**src/rtl/pong_game_state.sv**
```systemverilog
// Per-frame Pong game logic: paddles, ball motion, scoring and serve sequencing.
// All positions are in renderer cell units and update once per video frame.
module pong_game_state #(
  parameter int BALL_MIN_X    = 11,
  parameter int BALL_MAX_X    = 55,
  parameter int BALL_MIN_Y    = 2,
  parameter int BALL_MAX_Y    = 30,
  parameter int PADDLE_HEIGHT = 4,
  parameter int PADDLE_MIN_Y  = 2,
  parameter int PADDLE_MAX_Y  = 27,
  parameter int SERVE_DELAY   = 60,
  parameter int SCORE_MAX     = 9
) (
  input  logic       ntscClock,
  input  logic       reset_n,
  input  logic       frameTick,
  input  logic       btnLeftUp,
  input  logic       btnLeftDown,
  input  logic       btnRightUp,
  input  logic       btnRightDown,
  output logic [5:0] ballX,
  output logic [5:0] ballY,
  output logic [5:0] paddleLeftY,
  output logic [5:0] paddleRightY,
  output logic [3:0] scoreLeft,
  output logic [3:0] scoreRight,
  output logic       ballVisible,
  output logic       gameOver
);

  localparam int CW = $clog2(SERVE_DELAY + 1);

  localparam logic [5:0] CENTER_X = 6'((BALL_MIN_X + BALL_MAX_X) / 2);
  localparam logic [5:0] CENTER_Y = 6'((BALL_MIN_Y + BALL_MAX_Y) / 2);
  localparam logic [5:0] PAD_INIT = 6'((PADDLE_MIN_Y + PADDLE_MAX_Y + 1) / 2);
  localparam logic [5:0] MIN_X    = 6'(BALL_MIN_X);
  localparam logic [5:0] MAX_X    = 6'(BALL_MAX_X);
  localparam logic [5:0] MIN_Y    = 6'(BALL_MIN_Y);
  localparam logic [5:0] MAX_Y    = 6'(BALL_MAX_Y);
  localparam logic [5:0] PAD_MIN  = 6'(PADDLE_MIN_Y);
  localparam logic [5:0] PAD_MAX  = 6'(PADDLE_MAX_Y);
  localparam logic [5:0] PAD_SPAN = 6'(PADDLE_HEIGHT - 1);
  localparam logic [3:0] SC_MAX   = 4'(SCORE_MAX);
  localparam logic [CW-1:0] SERVE_LOAD = CW'(SERVE_DELAY);

  typedef enum logic [1:0] {
    SERVE,
    PLAY,
    GAME_OVER
  } state_t;

  typedef enum logic {
    LEFT,
    RIGHT
  } dirX_t;

  typedef enum logic {
    UP,
    DOWN
  } dirY_t;

  state_t        state;
  dirX_t         dirX;
  dirX_t         nextDirX;
  dirY_t         dirY;
  dirY_t         nextDirY;
  logic [CW-1:0] serveCount;
  logic          frameTickPrev;
  logic          frame;
  logic [3:0]    btnMeta;
  logic [3:0]    btnSync;
  logic [5:0]    nextX;
  logic [5:0]    nextY;
  logic [5:0]    nextPadL;
  logic [5:0]    nextPadR;
  logic          leftEdge;
  logic          rightEdge;
  logic          leftHit;
  logic          rightHit;
  logic          leftMiss;
  logic          rightMiss;
  logic [3:0]    scoreLeftInc;
  logic [3:0]    scoreRightInc;

  function automatic logic [5:0] movePaddle(
    input logic [5:0] y,
    input logic       up,
    input logic       dn
  );
    logic [5:0] r;
    r = y;
    if (up && !dn && y > PAD_MIN) r = y - 6'd1;
    if (dn && !up && y < PAD_MAX) r = y + 6'd1;
    return r;
  endfunction

  assign frame = frameTick & ~frameTickPrev;

  assign nextPadL = movePaddle(paddleLeftY, btnSync[3], btnSync[2]);
  assign nextPadR = movePaddle(paddleRightY, btnSync[1], btnSync[0]);

  assign leftEdge  = (dirX == LEFT) && (ballX == MIN_X);
  assign rightEdge = (dirX == RIGHT) && (ballX == MAX_X);

  // Hit window uses the paddle position from before this frame's move.
  assign leftHit = (ballY >= paddleLeftY)
                 && (ballY <= paddleLeftY + PAD_SPAN);
  assign rightHit = (ballY >= paddleRightY)
                  && (ballY <= paddleRightY + PAD_SPAN);

  assign leftMiss  = leftEdge && !leftHit;
  assign rightMiss = rightEdge && !rightHit;

  assign scoreLeftInc  = scoreLeft + 4'd1;
  assign scoreRightInc = scoreRight + 4'd1;

  always_comb begin
    nextY    = ballY;
    nextDirY = dirY;
    if (dirY == DOWN) begin
      if (ballY == MAX_Y) begin
        nextDirY = UP;
        nextY    = ballY - 6'd1;
      end else begin
        nextY = ballY + 6'd1;
      end
    end else begin
      if (ballY == MIN_Y) begin
        nextDirY = DOWN;
        nextY    = ballY + 6'd1;
      end else begin
        nextY = ballY - 6'd1;
      end
    end
  end

  always_comb begin
    nextX    = ballX;
    nextDirX = dirX;
    unique case (1'b1)
      leftEdge: begin
        nextDirX = RIGHT;
        nextX    = ballX + 6'd1;
      end
      rightEdge: begin
        nextDirX = LEFT;
        nextX    = ballX - 6'd1;
      end
      default: begin
        if (dirX == RIGHT) nextX = ballX + 6'd1;
        else               nextX = ballX - 6'd1;
      end
    endcase
  end

  always_ff @(posedge ntscClock or negedge reset_n) begin
    if (!reset_n) begin
      frameTickPrev <= 1'b0;
      btnMeta       <= 4'd0;
      btnSync       <= 4'd0;
      state         <= SERVE;
      serveCount    <= SERVE_LOAD;
      dirX          <= RIGHT;
      dirY          <= DOWN;
      ballX         <= CENTER_X;
      ballY         <= CENTER_Y;
      paddleLeftY   <= PAD_INIT;
      paddleRightY  <= PAD_INIT;
      scoreLeft     <= 4'd0;
      scoreRight    <= 4'd0;
      ballVisible   <= 1'b0;
      gameOver      <= 1'b0;
    end else begin
      frameTickPrev <= frameTick;
      btnMeta <= {btnLeftUp, btnLeftDown, btnRightUp, btnRightDown};
      btnSync <= btnMeta;
      if (frame && state != GAME_OVER) begin
        paddleLeftY  <= nextPadL;
        paddleRightY <= nextPadR;
        unique case (state)
          SERVE: begin
            if (serveCount == '0) begin
              state       <= PLAY;
              ballVisible <= 1'b1;
              serveCount  <= SERVE_LOAD;
            end else begin
              serveCount <= serveCount - CW'(1);
            end
          end
          PLAY: begin
            unique case (1'b1)
              leftMiss: begin
                scoreRight  <= scoreRightInc;
                ballX       <= CENTER_X;
                ballY       <= CENTER_Y;
                dirX        <= LEFT;
                ballVisible <= 1'b0;
                if (scoreRightInc == SC_MAX) begin
                  state    <= GAME_OVER;
                  gameOver <= 1'b1;
                end else begin
                  state <= SERVE;
                end
              end
              rightMiss: begin
                scoreLeft   <= scoreLeftInc;
                ballX       <= CENTER_X;
                ballY       <= CENTER_Y;
                dirX        <= RIGHT;
                ballVisible <= 1'b0;
                if (scoreLeftInc == SC_MAX) begin
                  state    <= GAME_OVER;
                  gameOver <= 1'b1;
                end else begin
                  state <= SERVE;
                end
              end
              default: begin
                ballX <= nextX;
                ballY <= nextY;
                dirX  <= nextDirX;
                dirY  <= nextDirY;
              end
            endcase
          end
          default: begin
            state <= state;
          end
        endcase
      end
    end
  end

endmodule

```
**config.mk**
```make
export PLATFORM = sky130hd
export DESIGN_NAME = pong_game_state
export DESIGN_NICKNAME = d
export VERILOG_FILES = /design/src/rtl/pong_game_state.sv
export SDC_FILE = /design/constraint.sdc
export NUM_CORES = 1
export LEC_CHECK = 0
export CAP_MARGIN = 20
export CORE_MARGIN = 5
export CORE_UTILIZATION = 53
export DETAILED_ROUTE_END_ITERATION = 8
export PLACE_DENSITY = 0.76
export SYNTH_ARGS = -nofsm -noshare
export SYNTH_HDL_FRONTEND = slang
export SYNTH_SLANG_ARGS = --single-unit
```
**constraint.sdc**
```tcl
create_clock -name ntscClock -period 5.45 [get_ports ntscClock]
set_clock_uncertainty 0.15 [all_clocks]
set_input_delay 1.09 -clock ntscClock [delete_from_list [all_inputs] [get_ports ntscClock]]
set_output_delay 1.09 -clock ntscClock [all_outputs]
set_load 0.03 [all_outputs]
```
Word level (Yosys, flattened, before mapping) --
Cells that the tools add are included.
Word-level totals: flip-flop bits (word level) 53, latch bits 0, RAM bits 0, memory bits (read-only) 0, output and inout bits 34, memories kept 0
Cells by class: $add $sub $neg 13, multipliers 0, divide/modulo/power cells 0, $lt $le $gt $ge 8, equality and inequality tests 13, shift-type cells 0, multiplexer cells 28, bitwise gates (word level) 4, reduce and logical (&&, ||, !) cells 40
Operators by type and width (count):
- $mux W6 | 11
- $sub A6 B1 Y6 const B | 5
- $add A6 B1 Y6 const B | 4
- $logic_and A1 B1 Y1 | 15
- $add A6 B2 Y6 const B | 2
- $ge A6 B6 Y1 | 2
- $gt A6 B2 Y1 const B | 2
- $le A6 B6 Y1 | 2
- $lt A6 B5 Y1 const B | 2
- $pmux W6 S2 | 1
- $reduce_and A3 Y1 | 4
- $add A4 B1 Y4 const B | 2
- $eq A4 B4 Y1 const B | 2
- $pmux W1 S2 | 4
- $pmux W2 S2 | 2
- $reduce_and A2 Y1 | 4
- $reduce_and A4 Y1 | 2
- $reduce_bool A2 Y1 | 4
- $mux W1 | 7
- $eq A6 B2 Y1 const B | 1
- $eq A6 B4 Y1 const B | 1
- $eq A6 B5 Y1 const B | 1
- $eq A6 B6 Y1 const B | 1
- $logic_not A1 Y1 | 6
- 12 further kinds | 19

Logic depth before layout (Yosys ltp) --
depth after elaboration 8, depth in mapped cells 12

Least setup slack after synthesis --
OpenSTA, ideal clock, no wires.
path kind flip-flop to flip-flop, start register paddleLeftY[0], end register scoreRight[1], arrival 2929 ps, setup slack 2244 ps, cell stages (with the launch flop) 12, path buffers 0, period minus slack after synthesis 3206 ps, cells stage by stage dfstp_2 inv_1 ha_1 nor3_1 xnor2_1 ha_1 a21oi_1 a21boi_0 o311a_1 a31oi_2 nand2b_4 mux2_1
On the way: cells in the longest elaborated chain, start to end 6, elaborated cells between the ends (all ways) 7, classes of those cells 1 x add/sub; 2 x order compare; 4 x reduce/logical
RTL lines:
- from (decl) | RTL line 23 | output logic [5:0] paddleLeftY,
- from (signal assigned) | RTL line 178 | paddleLeftY <= nextPadL;
- $add A6 B2 Y6 | RTL line 107 | && (ballY <= paddleLeftY + PAD_SPAN);
- $le A6 B6 Y1 | RTL line 107
- $logic_and A1 B1 Y1 (*) | RTL line 107
- $logic_not A1 Y1 (*) | RTL line 111 | assign leftMiss = leftEdge && !leftHit;
- $logic_and A1 B1 Y1 (*) | RTL line 111
- $reduce_and A3 Y1 (no source line) (*)
- to (signal assigned) | RTL line 193 | scoreRight <= scoreRightInc;
- to (decl) | RTL line 26 | output logic [3:0] scoreRight,
Every way passes the cells marked *; elsewhere a longest branch is shown, timed or not. A chain may end at the register's enable or synchronous reset.

Final worst setup path --
start register paddleLeftY[0], end register ballY[3]
On the way: cells in the longest elaborated chain, start to end 7, elaborated cells between the ends (all ways) 8, classes of those cells 1 x add/sub; 2 x order compare; 1 x mux; 4 x reduce/logical
RTL lines:
- $add A6 B2 Y6 | RTL line 107
- $le A6 B6 Y1 | RTL line 107
- $logic_and A1 B1 Y1 (*) | RTL line 107
- $logic_not A1 Y1 (*) | RTL line 111
- $logic_and A1 B1 Y1 (*) | RTL line 111
- $reduce_or A2 Y1 (no source line) (*)
- $mux W6 (*) | RTL line 191 | unique case (1'b1)
- to (signal assigned) | RTL line 220 | ballY <= nextY;
- to (decl) | RTL line 22 | output logic [5:0] ballY,
Marks and branches as above.

==> results.sh <==
export IMPL_synth_net_count=446
export IMPL_irDropWorstVdd_uv=276
export IMPL_final_min_clock_period_ns=3.72
export IMPL_synth_top_flop_cell="dfrtp_1"
export IMPL_synth_seq_cells=53
export IMPL_ys_warn_count=0
export IMPL_nFillCells=566
export IMPL_crit_family="compound AO/OA/AOI/OAI gates"
export IMPL_drt_iter0_drc=177
export IMPL_crit_chain="inv_1, ha_1, nor3_1, xnor2_1, ha_1, a21oi_1, a21boi_0, o311a_1, a31oi_2, nand3_2, o311ai_1"
export IMPL_yosysSeqAreaShare=0.356
export IMPL_coreArea_mm2=0.00687
export IMPL_cts_reportedPaths_clkPinSlew_ns=0.10
export IMPL_dieArea_mm2=0.00892
export IMPL_slew_violations=0
export IMPL_io_pin_count=41
export IMPL_power_density_mw_per_mm2=532
export IMPL_fp_dieW_um=94.5
export IMPL_outcome="finished clean"
export IMPL_seqCellArea_mm2=0.00135
export IMPL_synth_edf_count=0
export IMPL_io_buffers=40
export IMPL_diodes=0
export IMPL_cp_max_fo=14
export IMPL_grt_pass1_wl_um=13400
export IMPL_initial_utilization=0.550
export IMPL_grt_setup_unrepaired="no"
export IMPL_total_power_mw=2.32
export IMPL_synth_async_sr_flop_share=1.00
export IMPL_worstSetupEndpointType="flop"
export IMPL_p_leak_nw=1.92
export IMPL_final_common_cell="ha_1"
export IMPL_ctsHoldBuffers=0
export IMPL_synth_area_per_cell_um2=9.75
export IMPL_wl_um=7820
export IMPL_dr_pass1_iters=4
export IMPL_vias=2970
export IMPL_final_nets=485
export IMPL_hpwlAfterDp_um=5670
export IMPL_max_cap_violations=0
export IMPL_r2r_start="paddleLeftY[0]$_DFFE_PN1P_"
export IMPL_clock_sinks=53
export IMPL_setup_tns_ns=0
export IMPL_cts_tree="done"
export IMPL_synth_top_area_frac=0.238
export IMPL_antenna_found_initial=0
export IMPL_grt_total_usage=0.185
export IMPL_critPathMaxStageDelay_ns=0.65
export IMPL_rows=30
export IMPL_crit_required_ns=5.51
export IMPL_multi_input_area_mm2=0.00227
export IMPL_post_cts_resized=0
export IMPL_startpoint_type="flop"
export IMPL_yosys_area_top_type="dfrtp_1"
export IMPL_syn_to_final_growth_pct=15.4
export IMPL_fmax_mhz=269
export IMPL_cts_root_buf="clkbuf_8"
export IMPL_cts_buffers=5
export IMPL_synth_area_mm2=0.00378
export IMPL_path_common_cell="ha_1"
export IMPL_ant_nets=0
export IMPL_wl_per_cell_um=14.9
export IMPL_min_period_over_period=0.683
export IMPL_cp_arrival_ns=3.78
export IMPL_clk_latency_ns=0.31
export IMPL_worstSetupPathType="flop to flop"
export IMPL_final_cell_mix="ha_1, clkdlybuf4s50_1, dfrtp_1"
export IMPL_netlist_instances=388
export IMPL_critPathLaunch="paddleLeftY[0]$_DFFE_PN1P_"
export IMPL_crit_buf_inv=1
export IMPL_cpMaxStageDelayCell="a31oi_2"
export IMPL_synthDistinctLibCells=58
export IMPL_grt_pass1_vias=2876
export IMPL_synth_area_top_cells="dfrtp_1, ha_1, dfstp_2"
export IMPL_postCtsSetupRepairBufs=0
export IMPL_slew_headroom=0.339
export IMPL_avgViaCountPerCell=5.67
export IMPL_cts_max_level=2
export IMPL_grt_max_degree=54
export IMPL_clk_path_buf_depth=2
export IMPL_finalHoldViolations=0
export IMPL_overflow=0
export IMPL_worst_slew_pin_slew_ns=0.987
export IMPL_gp_routability_congestion=0.829
export IMPL_worstHoldStart="btnMeta[2]$_DFF_PN0_"
export IMPL_drc=0
export IMPL_dieHeight_um=94.5
export IMPL_finalSetupViolCount=0
export IMPL_drive_gt1_frac=0.105
export IMPL_hp_class="flop to flop"
-- worst paths after layout --
check	to	slack [ns]	depth (start not counted)
worst max-delay path	ballY[3]$_DFFE_PN0P_	1.73	11
min in group asynchronous	scoreLeft[0]$_DFFE_PN0P_	0.74	2
max in group asynchronous	btnSync[2]$_DFF_PN0_	3.98	2
worst min-delay path	btnSync[2]$_DFF_PN0_	0.20	0
worst min register to register	btnSync[2]$_DFF_PN0_	0.20	0
worst max register to register	ballY[3]$_DFFE_PN0P_	1.73	11
-- cell families (layout without fill, tap and decap cells) --
group	Yosys count	count (layout)	share of synthesized area
flip-flops	53	53	0.356
adder cells (fa/ha/maj)	51	51	0.173
multiplexers	8	8	0.0225
AO/OA/AOI/OAI	97	97	0.170
XOR/XNOR	27	27	0.0625
buffers and inverters	37	77	0.0440
AND/OR/NAND/NOR	115	115	0.172
-- per-layer routing --
| layer | track usage | wire length [µm] | vias to the layer above | part of all wire |
|---|---|---|---|---|
| met5 | 0 | 0 | - | 0 |
| met4 | 0.0553 | 93 | 0 | 0.012 |
| met3 | 0.0295 | 226 | 9 | 0.029 |
| met2 | 0.307 | 3920 | 41 | 0.50 |
| met1 | 0.249 | 3570 | 1439 | 0.46 |
| li1 | - | - | 1481 | - |
-- where the power goes --
part	total (mW)	internal (mW)	switching, mW
Sequential	0.747	0.538	0.210
Combinational	1.29	0.587	0.704
Clock	0.282	0.149	0.133
-- worst register-to-register path, stage by stage (launching register included) --
cell and delay [ns]:
dfstp_2 0.62, inv_1 0.13, ha_1 0.24, nor3_1 0.18, xnor2_1 0.15, ha_1 0.27
a21oi_1 0.16, a21boi_0 0.09, o311a_1 0.34, a31oi_2 0.65, nand3_2 0.27, o311ai_1 0.36
-- synthesized netlist by cell type (3+ instances only) --
cell type / count
a31oi_1: 5
nor2_1: 16
xnor2_1: 16
nand3_1: 11
o21a_1: 4
ha_1: 49
buf_6: 3
o22ai_1: 3
o311a_1: 3
a21boi_0: 4
nand4_1: 9
inv_1: 28
a21oi_1: 21
o2111ai_1: 4
nand3b_1: 6
dfstp_2: 17
nor3_1: 9
nor4_1: 3
dfrtp_1: 36
a21o_1: 9
nand2_1: 30
nand2b_1: 6
buf_2: 4
o311ai_1: 3
mux2i_1: 4
o21ai_0: 26
mux2_2: 3
and3_1: 3
nor3b_2: 3
xor2_1: 11
-- stage by stage --
step	cells	setup slack (ns)	hold WS [ns]	utilization	area [µm²]
floorplan	388	2.24	0.181	-	3780
global placement	516	1.84	0.181	0.618	4240
detailed placement	516	1.72	0.185	0.618	4240
CTS	524	1.69	0.207	0.635	4360
global route	524	1.34	0.218	0.635	4360
finish	524	1.73	0.205	0.635	4360
-- sequential cells by signal, indices dropped and copies added (netlist names), 2 cells and up --
name          flops
scoreLeft         4
paddleLeftY       6
btnMeta           4
scoreRight        4
paddleRightY      6
serveCount        6
ballX             6
btnSync           4
state             2
ballY             6
-- area by class of cell --
cell class | instances | share of cell area
sequential | 53 | 0.309
clock buffer | 6 | 0.0189
inverter | 28 | 0.0241
multi-input combinational | 298 | 0.520
clock inverter | 2 | 0.00860
tap | 96 | 0.0275
timing repair buffer | 41 | 0.0923
Power figures use the tool's default switching activity.
==> edit 1 (same settings) <==
Encoding of `state_t`: now one-hot (3 bits for 3 states).
--- a/src/rtl/pong_game_state.sv
+++ b/src/rtl/pong_game_state.sv
@@ -44,8 +44,8 @@
   localparam logic [CW-1:0] SERVE_LOAD = CW'(SERVE_DELAY);
 
-  typedef enum logic [1:0] {
-    SERVE,
-    PLAY,
-    GAME_OVER
+  typedef enum logic [2:0] {
+    SERVE     = 3'b001,
+    PLAY      = 3'b010,
+    GAME_OVER = 3'b100
   } state_t;
 
Function: same outputs for any inputs over 10 cycles, from zero or initial values and one cycle with reset_n low; not proved beyond that.
==> edit 1 against the unedited design <==
  * Synthesized area rose by 0.50%
  * Global-route usage rose by 0.59 points
  * Sequential cell count rose by 1
  * Worst setup slack improved by 240 ps
  * Sequential power fell by 24%
  * Routed wire length rose by 0.15%
  * Final area rose by 0.37%
  * Total power fell by 27%
  * Largest power group unchanged
==> edit 1: results (changes against the unedited design) <==
- Status: completed (unchanged)
- Post-layout nets: 497 (was 485)
- Worst voltage drop across the vdd grid: 266 uV (was 276 uV)
- Placement-stage cell area: 4270 sq um (was 4240 sq um)
- Mean cell area of the mapped netlist: 9.45 sq um (was 9.75 sq um)
- Register share of total power: 0.338 (was 0.322)
- Max-slew headroom: 0.551 (was 0.339)
- Top post-synthesis cells by area: sky130_fd_sc_hd__dfrtp_1 24%, sky130_fd_sc_hd__ha_1 16%, sky130_fd_sc_hd__dfstp_2 12% (unchanged)
- Ratio of cells with drive above 1 in the final layout: 0.0864 (was 0.105)
- Number of unique standard cell types used by synthesis: 56 (was 58)
- Max FO, Critical Path: 9 (was 14)
- Post-route cell area: 4380 sq um (was 4360 sq um)
- Met2 routing resource usage after global routing: 0.313 (was 0.307)
- Post-detailed-routing wire length: 7830 microns (was 7820 microns)
- Most frequent cells after synthesis: 49 x sky130_fd_sc_hd__ha_1, 36 x sky130_fd_sc_hd__dfrtp_1, 35 x sky130_fd_sc_hd__nand2_1 (was 49 x sky130_fd_sc_hd__ha_1, 36 x sky130_fd_sc_hd__dfrtp_1, 30 x sky130_fd_sc_hd__nand2_1)
- Number of nets in the synthesized netlist: 460 (was 446)
- Final Instance Count excl. Fillers: 536 (was 524)
- Sw Pwr: 0.000698 W (was 0.00105 W)
- Period minus WS final: 3490 ps (was 3720 ps)
- Worst reg2reg endpoint: dirY (was ballY[3])
- Global-route total usage across every layer: 0.191 (was 0.185)
- Via count of the first global-routing pass: 2,978 (was 2,876)
- Share of total power in the clock network: 0.145 (was 0.122)
- Post-DP HPWL: 5870 microns (was 5670 microns)
- Worst reg2reg setup slack: 1960 ps (was 1730 ps)
- Total routed wire length on the met1 layer: 3600 microns (was 3570 microns)
- # placed instances: 528 (was 516)
- Detail-routed via count per cell: 5.73 (was 5.67)
- Number of fill cells in the layout: 585 (was 566)
- Power Sequential: 0.000569 W (was 0.000747 W)
- Global-route wire length before repair: 13,800 microns (was 13,400 microns)
- Largest net degree at the start of global routing: 42 (was 54)
- Length of the first detailed-routing pass in iterations: 5 (was 4)
-- edit 1: worst max-delay path, cell delays in order (launching register included) --
cell and delay (ps):
sky130_fd_sc_hd__dfstp_2 650, sky130_fd_sc_hd__inv_1 120, sky130_fd_sc_hd__ha_1 240, sky130_fd_sc_hd__nor3_1 180, sky130_fd_sc_hd__xnor2_1 160, sky130_fd_sc_hd__ha_1 280, sky130_fd_sc_hd__a21oi_1 140, sky130_fd_sc_hd__a21boi_0 110
sky130_fd_sc_hd__o32ai_2 460, sky130_fd_sc_hd__a21oi_1 220, sky130_fd_sc_hd__nor3_1 350, sky130_fd_sc_hd__mux2_2 380
-- edit 1: area by class of cell --
class / count / area share
multi-input combinational: 310 / 0.519
timing repair buffer: 42 / 0.0937
clock inverter: 1 / 0.00200
tap: 96 / 0.0274
clock buffer: 7 / 0.0220
inverter: 26 / 0.0223
sequential: 54 / 0.314
-- edit 1: kinds of logic after synthesis --
group                    share of synthesized area
AND/OR/NAND/NOR                              0.164
AO/OA/AOI/OAI                                0.176
buffers and inverters                       0.0405
adder cells (fa/ha/maj)                      0.172
XOR/XNOR                                    0.0645
flip-flops                                   0.362
multiplexers                                0.0224
-- edit 1: how the worst min path moves through the flow --
stage	from	to	slack (ps)	depth (start not counted)
2_1_floorplan	btnMeta[0]	btnSync[0]	180	0
3_3_place_gp	btnMeta[1]	btnSync[1]	180	0
3_5_place_dp	btnMeta[0]	btnSync[0]	190	0
4_1_cts	btnMeta[2]	btnSync[2]	210	0
5_1_grt	btnMeta[2]	btnSync[2]	210	0
6_report	btnMeta[0]	btnSync[0]	200	0
==> edit 2 (config.mk and constraints unchanged) <==
Without the edit above. Change the parameter `SERVE_DELAY` from 60 to 120.
--- a/src/rtl/pong_game_state.sv
+++ b/src/rtl/pong_game_state.sv
@@ -9,5 +9,5 @@
   parameter int PADDLE_MIN_Y  = 2,
   parameter int PADDLE_MAX_Y  = 27,
-  parameter int SERVE_DELAY   = 60,
+  parameter int SERVE_DELAY   = 120,
   parameter int SCORE_MAX     = 9
 ) (
Check against the original RTL: no difference found for any inputs over 10 cycles, from zero or initial values and one cycle with reset_n low; that may be too few to reach the edited logic, so the function may still have changed.
==> edit 2 against the unedited design <==
  * Fmax increased by 6.3%
  * Critical path depth increased by 1
  * Total power increased by 1.7%
  * Sequential cell count increased by 1
  * Clock power about the same
  * Global-route usage increased by 0.93 points
  * Count of clock-buffer cells in the layout decreased by 1
  * Synthesized area decreased by 0.36%
  * Routed wire length increased by 3.2%
  * Worst setup slack improved by 220 ps
  * Final area increased by 0.26%
  * Critical path type unchanged
==> edit 2: results (changes against the unedited design) <==
- Fraction of the yosys area taken by sequential cells: 0.364 (was 0.356)
- WP data arrival: 3600 ps (was 3780 ps)
- Static Leakage: 1.90 nW (was 1.92 nW)
- Share of the synthesized netlist area taken by xor and xnor gates: 0.0721 (was 0.0625)
- Adder and majority gate portion of the synthesized area: 0.170 (was 0.173)
- Met3 Routed Length: 241 microns (was 226 microns)
- WHS Endpoint: btnSync[3] (was btnSync[2])
- Depth of the most critical reg-to-reg path: 12 (was 11)
- Status: completed (unchanged)
- Max-slew headroom: 0.488 (was 0.339)
- Final weighted congestion in routability-driven placement: 0.820 (was 0.829)
- Post-DP HPWL: 5970 microns (was 5670 microns)
- Post-layout worst setup margin: 1950 ps (was 1730 ps)
- Post-detailed-routing wire length: 8070 microns (was 7820 microns)
- Worst voltage drop across the vdd grid: 226 uV (was 276 uV)
- Routed wire length on met2: 3940 microns (was 3920 microns)
- Post-synthesis mux area share: 0.0209 (was 0.0225)
- Global-route total usage across every layer: 0.194 (was 0.185)
- Met3 usage in global routing: 0.0337 (was 0.0295)
- Ratio of cells with drive above 1 in the final layout: 0.0993 (was 0.105)
- CP max stage delay: 620 ps (was 650 ps)
- Total routed wire length on the met1 layer: 3800 microns (was 3570 microns)
- Met2 routing resource usage after global routing: 0.327 (was 0.307)
- Max FO, Critical Path: 9 (was 14)
- Post-layout nets: 489 (was 485)
- Global-route wire length before repair: 13,800 microns (was 13,400 microns)
- Detail-routed via count per cell: 5.60 (was 5.67)
- Pint: 0.00128 W (was 0.00127 W)
- Largest net degree at the start of global routing: 55 (was 54)
- Number of fill cells in the layout: 570 (was 566)
- Most frequent cells after synthesis: 48 x sky130_fd_sc_hd__ha_1, 37 x sky130_fd_sc_hd__dfrtp_1, 32 x sky130_fd_sc_hd__nand2_1 (was 49 x sky130_fd_sc_hd__ha_1, 36 x sky130_fd_sc_hd__dfrtp_1, 30 x sky130_fd_sc_hd__nand2_1)
- Share of total power in the clock network: 0.119 (was 0.122)
-- edit 2: cell types whose count changed in the layout (fill, tap and decap cells not counted), moves of 4 or more --
cell,change
sky130_fd_sc_hd__nand3_1,+4
sky130_fd_sc_hd__nand4_1,-6
sky130_fd_sc_hd__or4_1,+4
sky130_fd_sc_hd__xnor2_1,+6
-- edit 2: area by class of cell --
class | count | area share
Clock buffer | 5 | 0.0157
Clock inverter | 3 | 0.0109
Inverter | 27 | 0.0232
Multi-Input combinational cell | 302 | 0.516
Sequential cell | 54 | 0.314
Tap cell | 96 | 0.0275
Timing Repair Buffer | 42 | 0.0932
-- edit 2: per-stage QoR --
stage	cells	cell area, sq um	power (W)
floorplan	389	3770	0.00167
global placement	520	4250	0.00202
detailed placement	520	4250	0.00209
CTS	528	4370	0.00238
global route	529	4370	0.00258
finish	529	4370	0.00236
